--- src/rtl/kamus_mem_pkg.sv ---
// Core package shared by the memory-access stage.
// Contents:
//   op_e       - decoded operation enum shared with the execute stage
//   mem_state_e- memory-stage FSM states
//   mem_size_e - access size classes
//   helpers    - op classification functions
package kamus_mem_pkg;

    typedef enum logic [5:0] {
        ADD = 6'd0,
        SUB = 6'd1,
        SLL = 6'd2,
        LUI = 6'd3,
        LB  = 6'd16,
        LH  = 6'd17,
        LW  = 6'd18,
        LBU = 6'd19,
        LHU = 6'd20,
        SB  = 6'd24,
        SH  = 6'd25,
        SW  = 6'd26
    } op_e;

    typedef enum logic [1:0] {
        IDLE   = 2'd0,
        REQ    = 2'd1,
        WAIT_R = 2'd2
    } mem_state_e;

    typedef enum logic [1:0] {
        BYTE = 2'd0,
        HALF = 2'd1,
        WORD = 2'd2
    } mem_size_e;

    function automatic logic op_is_load(op_e op);
        return (op == LB) || (op == LH) || (op == LW) || (op == LBU) || (op == LHU);
    endfunction

    function automatic logic op_is_store(op_e op);
        return (op == SB) || (op == SH) || (op == SW);
    endfunction

    function automatic logic op_is_mem(op_e op);
        return op_is_load(op) || op_is_store(op);
    endfunction

    // Non-memory ops report WORD; callers gate on op_is_mem first.
    function automatic mem_size_e op_size(op_e op);
        case (op)
            LB, LBU, SB: return BYTE;
            LH, LHU, SH: return HALF;
            default:     return WORD;
        endcase
    endfunction

endpackage

--- src/rtl/kamus_mem_if.sv ---
// Data-memory request/response bus.
//   master (memory stage): req, we, be, addr, wdata out; gnt, rvalid, rdata in
//   slave  (memory)      : the reverse
interface kamus_mem_if;
    logic        req;
    logic        we;
    logic [3:0]  be;
    logic [31:0] addr;
    logic [31:0] wdata;
    logic        gnt;
    logic        rvalid;
    logic [31:0] rdata;

    modport master (output req, we, be, addr, wdata, input gnt, rvalid, rdata);
    modport slave  (input req, we, be, addr, wdata, output gnt, rvalid, rdata);
endinterface

--- src/rtl/kamus_lsu_align.sv ---
// Combinational load/store lane logic.
// Request side : req_op, req_offset (addr[1:0]), req_sdata ->
//                req_be, req_wdata (lane-replicated), req_misaligned
// Load side    : ld_op, ld_offset, ld_rdata -> ld_value (extracted, extended)
module kamus_lsu_align
    import kamus_mem_pkg::*;
(
    input  op_e         req_op,
    input  logic [1:0]  req_offset,
    input  logic [31:0] req_sdata,
    output logic [3:0]  req_be,
    output logic [31:0] req_wdata,
    output logic        req_misaligned,
    input  op_e         ld_op,
    input  logic [1:0]  ld_offset,
    input  logic [31:0] ld_rdata,
    output logic [31:0] ld_value
);

    logic [31:0] shifted;

    always_comb begin
        req_be         = '0;
        req_wdata      = '0;
        req_misaligned = 1'b0;
        case (op_size(req_op))
            BYTE: begin
                req_be    = 4'b0001 << req_offset;
                req_wdata = {4{req_sdata[7:0]}};
            end
            HALF: begin
                req_be         = 4'b0011 << req_offset;
                req_wdata      = {2{req_sdata[15:0]}};
                req_misaligned = req_offset[0];
            end
            default: begin
                req_be         = 4'hF;
                req_wdata      = req_sdata;
                req_misaligned = |req_offset;
            end
        endcase
    end

    always_comb begin
        shifted  = ld_rdata >> {ld_offset, 3'b000};
        ld_value = shifted;
        case (ld_op)
            LB:      ld_value = {{24{shifted[7]}}, shifted[7:0]};
            LBU:     ld_value = {24'd0, shifted[7:0]};
            LH:      ld_value = {{16{shifted[15]}}, shifted[15:0]};
            LHU:     ld_value = {16'd0, shifted[15:0]};
            default: ld_value = shifted;
        endcase
    end

endmodule

--- src/rtl/kamus_mem.sv ---
// Memory-access stage: owns the EX/MEM register, issues loads/stores over
// the dmem bus and produces the writeback payload.
// Ports:
//   clk_i, rst_i (async, active-high)
//   valid_i, operation_i, ex_i, store_data_i, rd_addr_i : from EX
//   stall_o                                             : hold EX while busy
//   dmem (kamus_mem_if.master)                          : data-memory bus
//   wb_valid_o, wb_we_o, wb_rd_addr_o, wb_data_o        : to WB
//   misaligned_o, bus_err_o                             : 1-cycle fault pulses
module kamus_mem
    import kamus_mem_pkg::*;
#(
    parameter int unsigned TIMEOUT_CYCLES = 64
) (
    input  logic               clk_i,
    input  logic               rst_i,
    input  logic               valid_i,
    input  op_e                operation_i,
    input  logic [31:0]        ex_i,
    input  logic [31:0]        store_data_i,
    input  logic [4:0]         rd_addr_i,
    output logic               stall_o,
    kamus_mem_if.master        dmem,
    output logic               wb_valid_o,
    output logic               wb_we_o,
    output logic [4:0]         wb_rd_addr_o,
    output logic [31:0]        wb_data_o,
    output logic               misaligned_o,
    output logic               bus_err_o
);

    localparam int unsigned CNT_W = (TIMEOUT_CYCLES > 1) ? $clog2(TIMEOUT_CYCLES) : 1;
    localparam logic [CNT_W-1:0] CNT_LAST = CNT_W'(TIMEOUT_CYCLES - 1);

    mem_state_e       state;
    logic [CNT_W-1:0] cnt;
    op_e              op_q;
    logic [1:0]       off_q;
    logic [4:0]       rd_q;

    logic             req_q;
    logic             we_q;
    logic [3:0]       be_q;
    logic [31:0]      addr_q;
    logic [31:0]      wdata_q;

    logic [3:0]       be_c;
    logic [31:0]      wdata_c;
    logic             misaligned_c;
    logic [31:0]      ld_value;

    kamus_lsu_align u_align (
        .req_op         (operation_i),
        .req_offset     (ex_i[1:0]),
        .req_sdata      (store_data_i),
        .req_be         (be_c),
        .req_wdata      (wdata_c),
        .req_misaligned (misaligned_c),
        .ld_op          (op_q),
        .ld_offset      (off_q),
        .ld_rdata       (dmem.rdata),
        .ld_value       (ld_value)
    );

    assign stall_o    = (state != IDLE);
    assign dmem.req   = req_q;
    assign dmem.we    = we_q;
    assign dmem.be    = be_q;
    assign dmem.addr  = addr_q;
    assign dmem.wdata = wdata_q;

    always_ff @(posedge clk_i or posedge rst_i) begin
        if (rst_i) begin
            state        <= IDLE;
            cnt          <= '0;
            op_q         <= ADD;
            off_q        <= '0;
            rd_q         <= '0;
            req_q        <= 1'b0;
            we_q         <= 1'b0;
            be_q         <= '0;
            addr_q       <= '0;
            wdata_q      <= '0;
            wb_valid_o   <= 1'b0;
            wb_we_o      <= 1'b0;
            wb_rd_addr_o <= '0;
            wb_data_o    <= '0;
            misaligned_o <= 1'b0;
            bus_err_o    <= 1'b0;
        end else begin
            wb_valid_o   <= 1'b0;
            misaligned_o <= 1'b0;
            bus_err_o    <= 1'b0;
            case (state)
                IDLE: begin
                    // stall_o is low in IDLE, so valid_i alone means accept.
                    if (valid_i) begin
                        if (!op_is_mem(operation_i)) begin
                            wb_valid_o   <= 1'b1;
                            wb_we_o      <= (rd_addr_i != '0);
                            wb_rd_addr_o <= rd_addr_i;
                            wb_data_o    <= ex_i;
                        end else if (misaligned_c) begin
                            misaligned_o <= 1'b1;
                            wb_valid_o   <= 1'b1;
                            wb_we_o      <= 1'b0;
                            wb_rd_addr_o <= rd_addr_i;
                            wb_data_o    <= '0;
                        end else begin
                            state   <= REQ;
                            cnt     <= '0;
                            op_q    <= operation_i;
                            off_q   <= ex_i[1:0];
                            rd_q    <= rd_addr_i;
                            req_q   <= 1'b1;
                            we_q    <= op_is_store(operation_i);
                            be_q    <= be_c;
                            addr_q  <= {ex_i[31:2], 2'b00};
                            wdata_q <= op_is_store(operation_i) ? wdata_c : '0;
                        end
                    end
                end
                REQ: begin
                    if (dmem.gnt) begin
                        state <= WAIT_R;
                        cnt   <= '0;
                        req_q <= 1'b0;
                    end else if (cnt == CNT_LAST) begin
                        state        <= IDLE;
                        req_q        <= 1'b0;
                        bus_err_o    <= 1'b1;
                        wb_valid_o   <= 1'b1;
                        wb_we_o      <= 1'b0;
                        wb_rd_addr_o <= rd_q;
                        wb_data_o    <= '0;
                    end else begin
                        cnt <= cnt + 1'b1;
                    end
                end
                WAIT_R: begin
                    if (dmem.rvalid) begin
                        state        <= IDLE;
                        wb_valid_o   <= 1'b1;
                        wb_rd_addr_o <= rd_q;
                        wb_we_o      <= op_is_load(op_q) && (rd_q != '0);
                        wb_data_o    <= op_is_load(op_q) ? ld_value : '0;
                    end else if (cnt == CNT_LAST) begin
                        state        <= IDLE;
                        bus_err_o    <= 1'b1;
                        wb_valid_o   <= 1'b1;
                        wb_we_o      <= 1'b0;
                        wb_rd_addr_o <= rd_q;
                        wb_data_o    <= '0;
                    end else begin
                        cnt <= cnt + 1'b1;
                    end
                end
                default: state <= IDLE;
            endcase
        end
    end

endmodule

--- src/flat_wrapper.sv ---
// flat-port wrapper written by rule: the top's interface ports become plain ports
module kamus_mem_flat import kamus_mem_pkg::*;
#(
    parameter int unsigned TIMEOUT_CYCLES = 64
)
  (clk_i, rst_i, valid_i, operation_i, ex_i, store_data_i, rd_addr_i, stall_o, wb_valid_o, wb_we_o, wb_rd_addr_o, wb_data_o, misaligned_o, bus_err_o, dmem_req, dmem_we, dmem_be, dmem_addr, dmem_wdata, dmem_gnt, dmem_rvalid, dmem_rdata);
  kamus_mem_if dmem_i ();
  input  logic clk_i;
  input  logic rst_i;
  input  logic valid_i;
  input  op_e operation_i;
  input  logic [31:0] ex_i;
  input  logic [31:0] store_data_i;
  input  logic [4:0] rd_addr_i;
  output logic stall_o;
  output logic wb_valid_o;
  output logic wb_we_o;
  output logic [4:0] wb_rd_addr_o;
  output logic [31:0] wb_data_o;
  output logic misaligned_o;
  output logic bus_err_o;
  output wire logic [$bits(dmem_i.req)-1:0] dmem_req;
  output wire logic [$bits(dmem_i.we)-1:0] dmem_we;
  output wire logic [$bits(dmem_i.be)-1:0] dmem_be;
  output wire logic [$bits(dmem_i.addr)-1:0] dmem_addr;
  output wire logic [$bits(dmem_i.wdata)-1:0] dmem_wdata;
  input wire logic [$bits(dmem_i.gnt)-1:0] dmem_gnt;
  input wire logic [$bits(dmem_i.rvalid)-1:0] dmem_rvalid;
  input wire logic [$bits(dmem_i.rdata)-1:0] dmem_rdata;
  assign dmem_req = dmem_i.req;
  assign dmem_we = dmem_i.we;
  assign dmem_be = dmem_i.be;
  assign dmem_addr = dmem_i.addr;
  assign dmem_wdata = dmem_i.wdata;
  assign dmem_i.gnt = dmem_gnt;
  assign dmem_i.rvalid = dmem_rvalid;
  assign dmem_i.rdata = dmem_rdata;
  kamus_mem #(.TIMEOUT_CYCLES(TIMEOUT_CYCLES)) u_core (.clk_i(clk_i), .rst_i(rst_i), .valid_i(valid_i), .operation_i(operation_i), .ex_i(ex_i), .store_data_i(store_data_i), .rd_addr_i(rd_addr_i), .stall_o(stall_o), .dmem(dmem_i), .wb_valid_o(wb_valid_o), .wb_we_o(wb_we_o), .wb_rd_addr_o(wb_rd_addr_o), .wb_data_o(wb_data_o), .misaligned_o(misaligned_o), .bus_err_o(bus_err_o));
endmodule
--- config.mk ---
export PLATFORM = sky130hd
export DESIGN_NAME = kamus_mem_flat
export DESIGN_NICKNAME = d
export VERILOG_FILES = /design/src/rtl/kamus_mem_pkg.sv /design/src/rtl/kamus_mem_if.sv /design/src/rtl/kamus_lsu_align.sv /design/src/rtl/kamus_mem.sv /design/src/flat_wrapper.sv
export SDC_FILE = /design/constraint.sdc
export NUM_CORES = 1
export LEC_CHECK = 0
export ABC_AREA = 1
export CORE_AREA = 2 2 139 141
export DETAILED_ROUTE_END_ITERATION = 12
export DIE_AREA = 0 0 141 143
export GPL_TIMING_DRIVEN = 0
export PLACE_DENSITY = 0.68
export SYNTH_ARGS = -nofsm -noshare
export SYNTH_HDL_FRONTEND = slang
export SYNTH_SLANG_ARGS = --single-unit
--- constraint.sdc ---
create_clock -name clk_i -period 4.7 [get_ports clk_i]
set_clock_uncertainty 0.2 [all_clocks]
set_input_delay 0.705 -clock clk_i [delete_from_list [all_inputs] [get_ports clk_i]]
set_output_delay 0.705 -clock clk_i [all_outputs]
set_load 0.02 [all_outputs]
==> qor.txt, run 1 <==
Ranking of synthesized cells by area: sky130_fd_sc_hd__dfrtp_1 (45%), sky130_fd_sc_hd__nand2_1 (22%), sky130_fd_sc_hd__o21ai_0 (6.6%), sky130_fd_sc_hd__nand3_1 (5.7%), sky130_fd_sc_hd__inv_1 (3.1%)
Hold-fix buffers, CTS: 0
Worst R2R Path Depth: 9
Number of buffers added by the clock tree synthesis step: 17
Number of vias in the routed layout: 7564
Die span in y: 143 um
Final setup TNS: 0 ns
Syn. warnings: 0
Clock latency of the later-clocked register in the worst-skew pair: 0.42 ns
Die span in x: 141 um
Power Dens Cells: 613 nW/um2
Final HPWL DP: 19000 um
Sequential area share after synthesis: 0.451
Startpoint of the worst hold path: u_core.op_q[4]
ANT nets after route: 0
Fraction of layout instances using a drive strength above 1: 0.0798
Initial antenna violation count: 0
First-pass DRT Iterations: 7
Layout Cell Area excl Fill: 10300 um2
Data required time of the worst path: 3.80 ns
Area of the core: 18600 um2
Type of element capturing the critical path: output port
Synthesized instance count: 986
Final weighted congestion in routability-driven placement: 0.920
Startpoint of the worst register-to-register path: u_core.state[0]
Critical path peak fanout: 6
Number of hold violations in the final report: 0
Placement row count: 50
Status: finished clean
Starting DRC count in detailed routing: 685
Post-route DRC violation count: 0
Vias in the first global route: 7262
Crit path launch type: flop
Clock tree from TritonCTS: built
Crit Path Category: flop to output port
Vias/cell: 5.13
Clock root buffer master: sky130_fd_sc_hd__clkbuf_16
RSZ-0062 raised after global routing: false
Final Max Tran Viols: 0
# IOs: 224
Starting utilization of the core area: 0.388
Post-cts sizing count: 0
Maximum number of pins on one net before global-route repair: 95
Static Leak: 4.97 nW
Post-route fraction of the period consumed by the critical path: 0.634
IO buf count: 221
Number of flip-flops and latches in the synthesized netlist: 130
Number of levels the H-tree was split into: 4
Flop2flop setup slack: 2.10 ns
Worst Hold Path Cells: 2
Number of max-cap violations: 0
Synth Cell Area: 7210 um2
Highest attainable clock frequency: 336 MHz
FF-to-FF End: u_core.wb_we_o
Total grt overflow: 0
Largest area contributor in the synthesized netlist: sky130_fd_sc_hd__dfrtp_1
Layout net count: 1345
Maximum buffer depth of the clock tree: 2
Overall power of the completed layout: 0.00633 W
Global-route wire length before repair: 39000 um
Antenna Diode Count: 0
Rel. slew slack: 0.540
Min-Delay Path Class: flop to flop
Setup violators final: 0
CP arrival: 2.08 ns
Hold worst-path end: u_core.op_q[4]
Number of post-CTS setup repair buffers: 0
Final min period: 2.98 ns
Post-detailed-route wirelength per cell: 17.0 um
IR drop worst, VDD: 0.323 mV
GRT Overall Usage: 0.250
Clock Sink Count: 130
DIE AREA: 20200 um2
Area fraction of the dominant cell type after synthesis: 0.451
Layout area overhead: 43.5%
Post-Route WL: 25100 um
Placed cell areas: 9750 um2
Core occupancy in the finished layout: 0.557
Worst slew pin tran: 0.687 ns
Clock slew seen by the registers of the worst setup and hold paths: 0.06 ns
Count of unique library cells instantiated by Yosys: 37
Synthesized area divided by synthesized cell count: 7.31 um2
-- where the power goes --
part | leakage, nW | internal, W | switching (W)
sequential | 1.70 | 0.00151 | 0.000250
clock | 0.288 | 0.000797 | 0.000566
combinational | 2.98 | 0.00127 | 0.00194
-- per-stage QoR --
step	setup slack [ns]	std cells	hold WS, ns
floorplan	0.326	987	0.234
global placement	-1.72	1442	0.247
detailed placement	1.52	1443	0.250
CTS	1.73	1475	0.266
global route	1.64	1475	0.288
finish	1.72	1475	0.267
-- cell type report --
cell class	instances	area, um2
buffer	54	289
clock buffer	17	425
sequential	130	3250
timing repair buffer	222	2240
multi-input combinational	736	3420
fill	1759	8240
clock inverter	15	170
inverter	67	256
tap	234	293
-- flip-flops by register name (all words and copies together), names as in the netlist --
| register | cells |
|---|---|
| u_core.dmem.we | 1 |
| u_core.misaligned_o | 1 |
| u_core.wb_rd_addr_o | 5 |
| u_core.bus_err_o | 1 |
| u_core.wb_data_o | 32 |
| u_core.state | 2 |
| u_core.dmem.wdata | 32 |
| u_core.dmem.addr | 30 |
| u_core.cnt | 6 |
| u_core.wb_we_o | 1 |
| u_core.wb_valid_o | 1 |
| u_core.op_q | 6 |
| u_core.dmem.be | 4 |
| u_core.rd_q | 5 |
| u_core.dmem.req | 1 |
| u_core.off_q | 2 |
-- cell families (layout without fill, tap and decap cells) --
kind of cell    Yosys count  in the layout  synth area share
flops                   130            130             0.451
other cells               1              2          0.000520
mux                       7              7           0.00972
compound gates          158            158             0.128
fa+ha+maj                 5              5           0.00868
buf+inv                 121            375            0.0750
simple gates            564            564             0.326
-- routing by layer --
layer | vias to the layer above | global-route usage | wire length, um
met2 | 310 | 0.410 | 11700
met4 | 0 | 0.0742 | 492
met3 | 37 | 0.0560 | 1810
li1 | 3673 | - | -
met5 | - | 0 | 0
met1 | 3544 | 0.333 | 11100
-- synth_stat cells (all sizes together) --
cell type	count
nor2	29
a21boi	2
ha	5
buf	27
nand2	426
inv	65
o21bai	6
dfrtp	130
clkbuf	27
o21ai	123
a21oi	14
nand3	85
clkinv	2
a31oi	2
nor4	1
o22ai	1
conb	1
nand4	18
o211ai	3
nor3	4
and2	1
o31ai	7
mux2i	7
-- worst max path at each step --
stage	startpoint	to	slack, ns
3_5_place_dp	operation_i[0]	u_core.dmem.addr[12]	1.52
5_1_grt	u_core.state[0]	stall_o	1.64
3_3_place_gp	rst_i	u_core.cnt[3]	-1.72
4_1_cts	u_core.state[0]	stall_o	1.73
2_1_floorplan	rst_i	u_core.bus_err_o	0.33
6_report	u_core.state[0]	stall_o	1.72
-- cells in the final DEF, fill, tap and decap left out, types with 2 or more instances in the layout --
cell type                         instances
sky130_fd_sc_hd__a21boi_0                 2
sky130_fd_sc_hd__a21oi_1                 13
sky130_fd_sc_hd__a31oi_1                  2
sky130_fd_sc_hd__buf_2                   15
sky130_fd_sc_hd__buf_4                    4
sky130_fd_sc_hd__buf_6                    7
sky130_fd_sc_hd__bufinv_16                2
sky130_fd_sc_hd__clkbuf_1                27
sky130_fd_sc_hd__clkbuf_16               17
sky130_fd_sc_hd__clkdlybuf4s50_1        221
sky130_fd_sc_hd__clkinv_1                 2
sky130_fd_sc_hd__clkinv_4                 2
sky130_fd_sc_hd__clkinvlp_4               2
sky130_fd_sc_hd__conb_1                   2
sky130_fd_sc_hd__dfrtp_1                130
sky130_fd_sc_hd__ha_1                     5
sky130_fd_sc_hd__inv_1                   58
sky130_fd_sc_hd__inv_2                    6
sky130_fd_sc_hd__inv_6                    8
sky130_fd_sc_hd__mux2i_1                  7
sky130_fd_sc_hd__nand2_1                422
sky130_fd_sc_hd__nand2_2                  3
sky130_fd_sc_hd__nand3_1                 82
sky130_fd_sc_hd__nand3_2                  2
sky130_fd_sc_hd__nand4_1                 17
sky130_fd_sc_hd__nor2_1                  26
sky130_fd_sc_hd__nor2_4                   3
sky130_fd_sc_hd__nor3_1                   3
sky130_fd_sc_hd__o211ai_1                 3
sky130_fd_sc_hd__o21ai_0                 95
sky130_fd_sc_hd__o21ai_1                  8
sky130_fd_sc_hd__o21ai_2                 20
sky130_fd_sc_hd__o21bai_1                 6
sky130_fd_sc_hd__o31ai_1                  7
-- worst max-delay path: stages, from the launching register on --
cell,delay [ns]
sky130_fd_sc_hd__dfrtp_1,0.39
sky130_fd_sc_hd__inv_1,0.09
sky130_fd_sc_hd__ha_1,0.19
sky130_fd_sc_hd__buf_2,0.16
sky130_fd_sc_hd__inv_1,0.16
sky130_fd_sc_hd__clkdlybuf4s50_1,0.64
No activity file was read; power rests on OpenSTA's default activity.
==> run 2, diff against run 1 <==
- clock period: 4.7 -> 2.8 ns (I/O delays scaled with it)
==> run 2 against run 1 <==
Global-route usage is 0.32 points higher. Flip-flop and latch count stayed put. Critical path depth stayed put. Via count is 0.25% lower. Critical endpoint unchanged. Register-to-register slack worse by 1.9 ns. Core utilization is 0.19 points higher. Hold slack worse by 0.12 ns. Combinational power is 68% higher. Largest cell class unchanged. Cell count is 0.14% higher.
==> qor.txt, run 2 (synthesized netlist as in run 1, its figures left out) <==
CP arrival: 2.04 ns (-0.04 ns)
Setup slack of the critical path after layout: 0.144 ns (-1.58 ns)
Number of post-CTS setup repair buffers: 0 (unchanged)
Number of fillers in the final layout: 1780 (+1.2%)
Number of buffers added by the clock tree synthesis step: 17 (unchanged)
Hold-fix buffers, CTS: 0 (unchanged)
Die span in x: 141 um (unchanged)
Worst slew pin tran: 0.745 ns (+0.0575 ns)
Total grt overflow: 0 (unchanged)
Placed cell areas: 9780 um2 (+0.32%)
Post-route fraction of the period consumed by the critical path: 0.949
Layout Cell Area excl Fill: 10400 um2 (+0.34%)
Maximum buffer depth of the clock tree: 2 (unchanged)
Final HPWL DP: 19300 um (+1.7%)
Final worst hold slack: 0.150 ns (-0.117 ns)
Crit path launch type: flop
Layout area overhead: 44.0%
Clock Sink Count: 130 (unchanged)
Antenna Diode Count: 0 (unchanged)
Crit Path Category: flop to output port
Number of hold violations in the final report: 0 (unchanged)
GRT Overall Usage: 0.253 (+0.00319)
ANT nets after route: 0 (unchanged)
Clock slew seen by the registers of the worst setup and hold paths: 0.06 ns (about the same)
# IOs: 224 (unchanged)
Post-detailed-route wirelength per cell: 17.1 um (+0.48%)
Power Dens Cells: 1020 nW/um2 (+67%)
Initial antenna violation count: 0 (unchanged)
DIE AREA: 20200 um2 (unchanged)
Starting DRC count in detailed routing: 605 (-12%)
Type of element capturing the critical path: output port
Clock latency of the later-clocked register in the worst-skew pair: 0.42 ns (about the same)
Static Leak: 4.98 nW (+0.22%)
Data required time of the worst path: 2.18 ns (-1.62 ns)
Most frequent cells in the layout: sky130_fd_sc_hd__nand2_1 (422), sky130_fd_sc_hd__clkdlybuf4s50_1 (221), sky130_fd_sc_hd__dfrtp_1 (130), sky130_fd_sc_hd__o21ai_0 (95), sky130_fd_sc_hd__nand3_1 (82)
Area of the core: 18600 um2 (unchanged)
Worst Setup Slack post-DPL: -0.0869 ns (-1.61 ns)
Min-Delay Path Class: input pin to asynchronous set/reset pin
CP Cell Sequence: inv_1 -> ha_1 -> buf_2 -> inv_1 -> clkdlybuf4s50_1
Critical path peak fanout: 6 (unchanged)
Number of levels the H-tree was split into: 4 (unchanged)
Final setup TNS: 0 ns (unchanged)
Most used cell, CP: sky130_fd_sc_hd__inv_1
IR drop worst, VDD: 0.509 mV (+58%)
First-pass DRT Iterations: 5 (-2)
Status: finished clean
Vias in the first global route: 7213 (-0.67%)
Starting utilization of the core area: 0.388 (unchanged)
Final weighted congestion in routability-driven placement: 0.916 (-0.49%)
Setup violators final: 0 (unchanged)
Post-Route WL: 25300 um (+0.62%)
Post-route DRC violation count: 0 (unchanged)
RSZ-0062 raised after global routing: false
Clock tree from TritonCTS: built
Global-route wire length before repair: 39600 um (+1.4%)
Maximum number of pins on one net before global-route repair: 40 (-58%)
Vias/cell: 5.11 (-0.39%)
Number of vias in the routed layout: 7545 (-0.25%)
IO buf count: 221 (unchanged)
Final Max Tran Viols: 0 (unchanged)
Die span in y: 143 um (unchanged)
Cell count after placement: 1445 (+0.14%)
Most frequent standard cell in the layout excluding fill and tap cells: sky130_fd_sc_hd__nand2_1
Fraction of layout instances using a drive strength above 1: 0.0813 (+0.00148)
Slowest stage cell, crit path: sky130_fd_sc_hd__clkdlybuf4s50_1
Layout net count: 1347 (+0.15%)
Number of max-cap violations: 0 (unchanged)
Largest incremental delay on the critical path: 0.63 ns (about the same)
Final min period: 2.66 ns
Placement row count: 50 (unchanged)
Highest attainable clock frequency: 377 MHz
Clock root buffer master: sky130_fd_sc_hd__clkbuf_16
Filler-free cell count of the finished design: 1477 (+0.14%)
Rel. slew slack: 0.502 (-0.0385)
==> run 2: cell count changes in the layout (fill, tap and decap cells not counted), sizes merged <==
cell	before	now
buf	28	30
clkinv	5	7
inv	73	68
clkinvlp	2	4
clkbuf	44	45
==> run 2: per-stage QoR <==
stage,power (W),util
after global routing,0.0114,0.559
after global placement,0.00827,0.523
after floorplan,0.00612,-
after CTS,0.0106,0.558
after detailed placement,0.00835,0.526
final,0.0106,0.559
==> run 2: worst max-delay path, delay by kind of cell, from the launching register on <==
| family | cells | cell delay (ns) |
|---|---|---|
| buffers and inverters | 4 | 1.02 |
| DFF | 1 | 0.39 |
| adders and majority gates | 1 | 0.20 |
==> run 2: area by class of cell <==
| type | instances | area, um2 | area share |
|---|---|---|---|
| tap | 234 | 293 | 0.0282 |
| timing repair buffer | 224 | 2270 | 0.219 |
| clock inverter | 14 | 154 | 0.0148 |
| multi-input combinational | 736 | 3420 | 0.330 |
| sequential | 130 | 3250 | 0.313 |
| clock buffer | 18 | 439 | 0.0423 |
| inverter | 67 | 255 | 0.0246 |
| buffer | 54 | 289 | 0.0279 |
==> run 2: where the power goes <==
group / switching [W] / internal (W) / total [W] / leakage [nW]
registers: 0.000421 / 0.00254 / 0.00296 / 1.70
clock network: 0.000914 / 0.00135 / 0.00226 / 0.284
logic: 0.00325 / 0.00213 / 0.00538 / 3.00
==> run 2: worst paths after layout <==
| kind | from | end | slack [ns] | depth (start not counted) |
|---|---|---|---|---|
| setup / recovery | u_core.state[0] | stall_o | 0.14 | 5 |
| hold / removal | rst_i | u_core.dmem.addr[2] | 0.15 | 2 |
| setup reg to reg | u_core.state[0] | u_core.wb_data_o[13] | 0.17 | 11 |
| hold reg to reg | u_core.wb_data_o[26] | u_core.wb_data_o[26] | 0.27 | 2 |
| max in group asynchronous | rst_i | u_core.wb_data_o[31] | 1.42 | 4 |
| min in group clk_i | u_core.wb_data_o[26] | u_core.wb_data_o[26] | 0.27 | 2 |
==> run 2: what timing repair did <==
action                                  4_1_cts  5_1_grt
endpoints found under the setup margin        0        9
hold endpoints to repair                      0        0
gates resized for setup                       0        1
==> run 2: metal layers <==
metal | part of all wire | wire, um | vias up | GRT usage
met5 | 0 | 0 | - | 0
met4 | 0.014 | 361 | 0 | 0.0642
met3 | 0.074 | 1880 | 29 | 0.0630
met2 | 0.47 | 11800 | 310 | 0.419
met1 | 0.44 | 11200 | 3529 | 0.335
li1 | - | - | 3677 | -
==> run 3, diff against run 2 <==
- DONT_BUFFER_PORTS: default -> 1
- PLACE_DENSITY: 0.68 -> default
==> run 3 against run 2 <==
Largest power group is now sequential cells. Highest routed layer unchanged. Critical path type is now flop to flop. Register-to-register slack improved by 0.03 ns. Non-clock buffer count decreased by 178. Total power decreased by 9.8%. Flip-flop and latch count unchanged.
==> qor.txt, run 3 (synthesized netlist as in run 1, its figures left out) <==
Status: finished clean
Layout Cell Area excl Fill: 8620 um2 (-17%)
IR drop worst, VDD: 0.581 mV (+14%)
DIE AREA: 20200 um2 (unchanged)
Min-Delay Path Class: input pin to flop
Crit path launch type: flop
Worst slew pin tran: 0.751 ns (+0.00647 ns)
Clock root buffer master: sky130_fd_sc_hd__clkbuf_16
Overall power of the completed layout: 0.00957 W (-9.8%)
Comb power frac: 0.357 (-0.151)
Crit Path Category: flop to flop
Area of the core: 18600 um2 (unchanged)
Static Leak: 4.34 nW (-13%)
Number of levels the H-tree was split into: 4 (unchanged)
Final HPWL DP: 18600 um (-3.5%)
Die span in y: 143 um (unchanged)
Number of vias in the routed layout: 6872 (-8.9%)
Fraction of layout instances using a drive strength above 1: 0.0921 (+0.0109)
Post-detailed-route wirelength per cell: 19.2 um (+12%)
Starting DRC count in detailed routing: 526 (-13%)
Sequential group share of total power: 0.394 (+0.115)
IO buf count: 0 (-100%)
Post-route DRC violation count: 0 (unchanged)
Most frequent standard cell in the layout excluding fill and tap cells: sky130_fd_sc_hd__nand2_1
Final Max Tran Viols: 0 (unchanged)
Placement row count: 50 (unchanged)
Total grt overflow: 0 (unchanged)
CP arrival: 2.77 ns (+0.73 ns)
Die span in x: 141 um (unchanged)
Vias in the first global route: 6834 (-5.3%)
Clock latency of the later-clocked register in the worst-skew pair: 0.42 ns (about the same)
Rel. slew slack: 0.497 (-0.00433)
Clock slew seen by the registers of the worst setup and hold paths: 0.06 ns (about the same)
Power Dens Cells: 1110 nW/um2 (+8.6%)
Most frequent cells in the layout: sky130_fd_sc_hd__nand2_1 (422), sky130_fd_sc_hd__dfrtp_1 (130), sky130_fd_sc_hd__o21ai_0 (95), sky130_fd_sc_hd__nand3_1 (82), sky130_fd_sc_hd__inv_1 (58)
Setup slack of the critical path after layout: 0.196 ns (+0.0520 ns)
Placed cell areas: 7570 um2 (-23%)
Clock tree from TritonCTS: built
Highest attainable clock frequency: 384 MHz (+2.0%)
GRT Overall Usage: 0.251 (-0.00227)
Type of element capturing the critical path: flop
Data required time of the worst path: 2.96 ns (+0.78 ns)
Sw Ratio: 0.462 (+0.0297)
Starting utilization of the core area: 0.388 (unchanged)
Final min period: 2.60 ns (-0.0520 ns)
Clock share of power: 0.249 (+0.036)
Maximum number of pins on one net before global-route repair: 42 (+5.0%)
Number of buffers added by the clock tree synthesis step: 17 (unchanged)
Final weighted congestion in routability-driven placement: 0.915 (about the same)
Layout area overhead: 19.6%
Global-route wire length before repair: 38800 um (-1.9%)
Setup violators final: 0 (unchanged)
Number of max-cap violations: 0 (unchanged)
Int Power: 0.00514 W (-14%)
ANT nets after route: 0 (unchanged)
Core occupancy in the finished layout: 0.464 (-0.0946)
Post-Route WL: 24900 um (-1.4%)
Antenna Diode Count: 0 (unchanged)
Clock Sink Count: 130 (unchanged)
RSZ-0062 raised after global routing: false
Final setup TNS: 0 ns (unchanged)
Flop2flop setup slack: 0.20 ns (+0.03 ns)
Critical path peak fanout: 10 (+4)
Power spent charging and discharging nets: 0.00442 W (-3.6%)
First-pass DRT Iterations: 5 (unchanged)
Initial antenna violation count: 0 (unchanged)
Post-route fraction of the period consumed by the critical path: 0.930 (-0.0186)
Number of hold violations in the final report: 0 (unchanged)
Layout net count: 1169 (-13%)
Maximum buffer depth of the clock tree: 2 (unchanged)
Vias/cell: 5.29 (+3.6%)
Worst Setup Slack post-DPL: 0.200 ns (+0.287 ns)
# IOs: 224 (unchanged)
run 3: cell types whose count changed in the layout (fill, tap and decap cells not counted), sizes merged:
cell,change
clkdlybuf4s50,-221
dlygate4sd3,+43
inv,-3
bufinv,+2
buf,+1
clkinvlp,-1
run 3: through the flow:
| stage | instances | hold WS (ns) |
|---|---|---|
| 2_1_floorplan | 987 | 0.234 |
| 3_3_place_gp | 1221 | 0.247 |
| 3_5_place_dp | 1224 | 0.252 |
| 4_1_cts | 1298 | 0.00113 |
| 5_1_grt | 1298 | 0.0106 |
| 6_report | 1298 | 0.00835 |
run 3: worst paths after layout:
check,from,to,cells after the start
setup / recovery,u_core.state[0],u_core.wb_rd_addr_o[0],11
hold / removal,store_data_i[30],u_core.dmem.wdata[30],2
setup reg to reg,u_core.state[0],u_core.wb_rd_addr_o[0],11
hold reg to reg,u_core.op_q[4],u_core.op_q[4],2
max in group asynchronous,rst_i,u_core.dmem.be[1],3
min in group asynchronous,rst_i,u_core.dmem.addr[8],2
run 3: worst max-delay path: stages (launching register included):
cell and delay [ns]:
sky130_fd_sc_hd__dfrtp_1 0.40, sky130_fd_sc_hd__inv_1 0.10, sky130_fd_sc_hd__ha_1 0.19, sky130_fd_sc_hd__buf_2 0.16, sky130_fd_sc_hd__a21oi_4 0.31, sky130_fd_sc_hd__and2_0 0.18
sky130_fd_sc_hd__clkbuf_1 0.24, sky130_fd_sc_hd__nand2_1 0.12, sky130_fd_sc_hd__inv_2 0.15, sky130_fd_sc_hd__buf_2 0.31, sky130_fd_sc_hd__nand2_1 0.10, sky130_fd_sc_hd__nand2_1 0.07
run 3: power by group through the flow:
stage	clock (W)	sequential, W	combinational, W
floorplan	0	0.00359	0.00252
global placement	0	0.00380	0.00325
detailed placement	0	0.00381	0.00332
CTS	0.00242	0.00378	0.00339
global route	0.00251	0.00385	0.00390
finish	0.00238	0.00377	0.00341
run 3: what timing repair did:
| item | 4_1_cts | 5_1_grt |
|---|---|---|
| hold buffers | 43 | 0 |
| hold endpoints to repair | 68 | 0 |
| endpoints found under the setup margin | 0 | 9 |
| buffers inserted | 0 | 0 |
| resized for setup | 0 | 2 |
run 3: layer usage:
layer	track usage	share of wire
met1	0.320	0.42
met5	0	0
met2	0.394	0.45
met4	0.0905	0.029
met3	0.0915	0.098
run 3: final cells by class:
cell class,instances,area [um2]
clock buffers,19,433
inverters,67,255
flip-flops and latches,130,3250
plain buffers,54,289
fillers,1916,9960
repair buffers,46,490
well taps,234,293
multi-input cells,736,3420
clock inverters,12,184
==> patch 1 (config.mk and constraints of run 1) <==
`TIMEOUT_CYCLES` is set to 64 in 2 places; all go to 128.
--- a/src/rtl/kamus_mem.sv
+++ b/src/rtl/kamus_mem.sv
@@ -10,7 +10,7 @@
 module kamus_mem
     import kamus_mem_pkg::*;
 #(
-    parameter int unsigned TIMEOUT_CYCLES = 64
+    parameter int unsigned TIMEOUT_CYCLES = 128
 ) (
     input  logic               clk_i,
     input  logic               rst_i,
--- a/src/flat_wrapper.sv
+++ b/src/flat_wrapper.sv
@@ -1,7 +1,7 @@
 // flat-port wrapper written by rule: the top's interface ports become plain ports
 module kamus_mem_flat import kamus_mem_pkg::*;
 #(
-    parameter int unsigned TIMEOUT_CYCLES = 64
+    parameter int unsigned TIMEOUT_CYCLES = 128
 )
   (clk_i, rst_i, valid_i, operation_i, ex_i, store_data_i, rd_addr_i, stall_o, wb_valid_o, wb_we_o, wb_rd_addr_o, wb_data_o, misaligned_o, bus_err_o, dmem_req, dmem_we, dmem_be, dmem_addr, dmem_wdata, dmem_gnt, dmem_rvalid, dmem_rdata);
   kamus_mem_if dmem_i ();
Function: same outputs for any inputs over 4 cycles, from zero or initial values and one cycle with rst_i high; that may be too few to reach the edited logic, so the function may still have changed.
==> patch 1 against run 1 <==
Die area is the same. Critical path type unchanged. Setup slack improved by 0.094 ns. Sequential cell count up 1. Total power shrank 5.6%. Area after synthesis decreased by 0.43%. Cell area decreased by 0.38%. Count of clock-buffer cells in the layout up 2. Highest routed layer unchanged. Wire length shrank 2.1%.
==> patch 1: results (changes against run 1) <==
Signal buffers -> 271 (-1.8%)
Met2 routed WL -> 11540 microns (-1.7%)
Seq_cells -> 131 (+0.77%)
XOR/XNOR share of the synthesized area -> 0.001221 (+0.001221)
Most instantiated cells after synthesis -> nand2_1, dfrtp_1, o21ai_0
DRT iter0 DRCs -> 689 (+0.58%)
Synth area leaders -> dfrtp_1, nand2_1, o21ai_0
DP HPWL -> 18220 microns (-4.0%)
Met3 WL post-DR -> 1389 microns (-23%)
Placed inst area -> 9716 sq um (-0.32%)
Met1 Usage GRT -> 0.3407 (+0.007319)
Number of global-route vias before repair -> 7028 (-3.2%)
Total track usage -> 0.2455 (-0.004543)
Layout fillers -> 1784 (+1.4%)
Fraction of layout cells with a size suffix above 1 -> 0.08360 (+0.003830)
Status -> complete, no violations
Post-synth cell types -> 36 (-2.7%)
GR met3 Demand/Resource -> 0.04997 (-0.006036)
Final clock-cell share -> 0.05683 (-0.0007547)
Fraction of the mapped netlist area in compound gates -> 0.1557 (+0.02724)
Largest net degree at the start of global routing -> 84 (-12%)
WP data arrival -> 1.98 ns (-0.10 ns)
Final Net Count -> 1337 (-0.59%)
VDD IR max -> 0.0003266 V (+1.3%)
Met2 usage -> 0.3933 (-0.01643)
Fin area -> 10300 sq um (-0.38%)
Multi-input gate share of total cell area -> 0.3237 (-0.006528)
Reg2Reg Setup Slack -> 1.99 ns (-0.11 ns)
Sw Share -> 0.4183 (-0.01721)
Via count -> 7396 (-2.2%)
Adder-Cell Fraction of Synth Area -> 0.008720 (+0.00003785)
First-pass DRT Iterations -> 5 (-2)
Register area share after synthesis -> 0.4569 (+0.005456)
Routed WL -> 24610 microns (-2.1%)
Period utilization -> 0.6141 (-0.02004)
Clock Buffer Count -> 19 (+2)
First-pass GRT wire length -> 38330 microns (-1.8%)
Inverters -> 76 (+13%)
Worst R2R End -> u_core.wb_data_o[5]$_DFFE_PP0P_
Non-clk buf share -> 0.2443 (about the same)
Leakage Power -> 4.913 nW (-1.1%)
==> patch 1: cell count changes in the layout (fill, tap and decap cells not counted), moves of 5 or more <==
| cell | change |
|---|---|
| o21ai_2 | -6 |
| buf_4 | +9 |
| nand2_1 | -26 |
| inv_6 | -6 |
| nand3_1 | -17 |
| nand4_1 | -11 |
| clkbuf_1 | -14 |
| a21oi_1 | +5 |
| o21ai_0 | +28 |
| inv_1 | +6 |
| o21ai_1 | +16 |
==> patch 1: power groups by stage <==
| stage | Clock (mW) | Combinational, mW | Sequential [mW] |
|---|---|---|---|
| finish | 1.34 | 2.87 | 1.76 |
| global route | 1.42 | 3.14 | 1.81 |
| detailed placement | 0 | 2.86 | 1.77 |
| floorplan | 0 | 1.24 | 2.15 |
| global placement | 0 | 2.83 | 1.77 |
| CTS | 1.36 | 2.87 | 1.76 |
==> patch 2 (config.mk and constraints of run 1) <==
Made on the original files. Make the reset (`rst_i`) synchronous in one clocked block. Comments in the files are not updated.
--- a/src/rtl/kamus_mem.sv
+++ b/src/rtl/kamus_mem.sv
@@ -69,7 +69,7 @@
     assign dmem.addr  = addr_q;
     assign dmem.wdata = wdata_q;
 
-    always_ff @(posedge clk_i or posedge rst_i) begin
+    always_ff @(posedge clk_i) begin
         if (rst_i) begin
             state        <= IDLE;
             cnt          <= '0;
Formal check against the unedited RTL: differs if rst_i is asserted again (counterexample within 4 cycles, from zero or initial values and one cycle with rst_i high); with rst_i held inactive, the same outputs for 4 cycles.
==> patch 2 against run 1 <==
Cell area decreased by 4.8%. Wire length increased by 0.16%. Area after synthesis decreased by 5.9%. Setup slack improved by 0.038 ns. Critical path depth increased by 7. Critical endpoint is now u_core.wb_data_o[23]$_SDFFE_PP0P_. Core utilization decreased by 2.7 points. Sequential cell count unchanged.
Power is not compared: it rests on default switching activity, and its combinational part moved more than twofold at a synthesized area within 25%.
==> patch 2: results (changes against run 1) <==
Synthesized area per cell -> 6.461 sq um (-12%)
Routability Congestion -> 0.9326 (+1.4%)
Synth area leaders -> dfxtp_1, nand2_1, a21oi_1
WP data arrival -> 3.11 ns (+1.03 ns)
Met2 usage -> 0.4028 (-0.006932)
VDD IR max -> 0.0002649 V
Leakage Power -> 3.769 nW
Switching power -> 0.8302 mW
Ant. Diodes -> 0 (unchanged)
First-pass GRT wire length -> 38540 microns (-1.3%)
Non-Filler Instances -> 1537 (+4.2%)
IO buf count -> 221 (unchanged)
H-tree levels -> 4 (unchanged)
Placed inst area -> 9286 sq um (-4.7%)
Antenna viol nets, final -> 0 (unchanged)
Register area share after synthesis -> 0.3840 (-0.06749)
CTS buffer count -> 17 (unchanged)
DRT iter0 DRCs -> 541 (-21%)
Status -> complete, no violations
Post-CTS sizing -> 0 (unchanged)
First-pass DRT Iterations -> 6 (-1)
Post-synth cell types -> 32 (-14%)
Met1 Usage GRT -> 0.3134 (-0.01990)
Pre-CTS setup slack -> 1.366 ns (-0.1577 ns)
Clock Tree Buf Depth -> 2 (unchanged)
Hold Crit Class -> reg -> reg
Most used flip-flop cell after synthesis -> dfxtp_1
Reg2Reg Depth -> 12 (+3)
Max stage delay on crit path -> 0.57 ns (-0.07 ns)
Gate family responsible for the most delay along the worst path -> simple AND/OR/NAND/NOR gates
DP HPWL -> 19430 microns (+2.3%)
GR met3 Demand/Resource -> 0.06875 (+0.01274)
Routed WL -> 25180 microns (+0.16%)
Vias per Instance -> 5.155 (+0.52%)
Clock root cell -> clkbuf_16
Fraction of layout cells with a size suffix above 1 -> 0.06830 (-0.01147)
Initial antenna violation count -> 1 (+1)
Clk slew on worst S/H paths -> 0.06 ns (about the same)
Max FO, Critical Path -> 10 (+4)
Post-CTS Setup Inserts -> 0 (unchanged)
Most instantiated cells after synthesis -> nand2_1, a21oi_1, dfxtp_1
YS warnings -> 0 (unchanged)
Slew headroom -> 0.5016 (-0.03856)
CP max-delay cell -> clkdlybuf4s50_1
Total track usage -> 0.2456 (-0.004514)
Layout fillers -> 1842 (+4.7%)
Most frequent cell after synthesis -> nand2_1
Ys async rst share -> 0 (-1.000)
Final Net Count -> 1407 (+4.6%)
Worst skew pair latency -> 0.42 ns (about the same)
Number of global-route vias before repair -> 7218 (-0.61%)
Largest net degree at the start of global routing -> 17 (-82%)
Worst hold path depth -> 2 (unchanged)
## patch 2: final timing paths
path	from	to	slack, ns
min	u_core.op_q[5]$_SDFFE_PP0P_	u_core.op_q[5]$_SDFFE_PP0P_	0.25
max	operation_i[1]	u_core.wb_data_o[23]$_SDFFE_PP0P_	1.76
max reg2reg	u_core.state[0]$_SDFFE_PP0P_	u_core.wb_data_o[27]$_SDFFE_PP0P_	2.10
min reg2reg	u_core.op_q[5]$_SDFFE_PP0P_	u_core.op_q[5]$_SDFFE_PP0P_	0.25
## patch 2: metal layers
| layer | part of all wire | vias to the layer above |
|---|---|---|
| met2 | 0.46 | 332 |
| met3 | 0.084 | 39 |
| met5 | 0 | - |
| met4 | 0.020 | 0 |
| met1 | 0.44 | 3633 |
| li1 | - | 3919 |
## patch 2: layout make-up
type	count	area (sq um)	area share
buffer	65	329.1	0.03341
clock buffer	18	429.2	0.04358
clock inverter	14	132.6	0.01347
inverter	65	244.0	0.02477
multi-input combinational	790	3606	0.3662
sequential	130	2603	0.2643
tap	234	292.8	0.02973
timing repair buffer	221	2212	0.2246
## patch 2: power by group through the flow
| stage | Clock, mW | Combinational, mW | Sequential [mW] |
|---|---|---|---|
| 2_1_floorplan | 0 | 0.201 | 1.22 |
| 3_3_place_gp | 0 | 0.488 | 1.19 |
| 3_5_place_dp | 0 | 0.490 | 1.19 |
| 4_1_cts | 1.29 | 0.492 | 1.16 |
| 5_1_grt | 1.34 | 0.534 | 1.17 |
| 6_report | 1.27 | 0.493 | 1.16 |
## patch 2: cell families after synthesis
family	count (synthesis)	share of synthesized area
AO/OA/AOI/OAI	230	0.1789
adder cells (fa/ha/maj)	5	0.009230
buffers and inverters	130	0.08455
flip-flops	130	0.3840
multiplexers	7	0.01034
other	1	0.0005533
AND/OR/NAND/NOR	546	0.3325
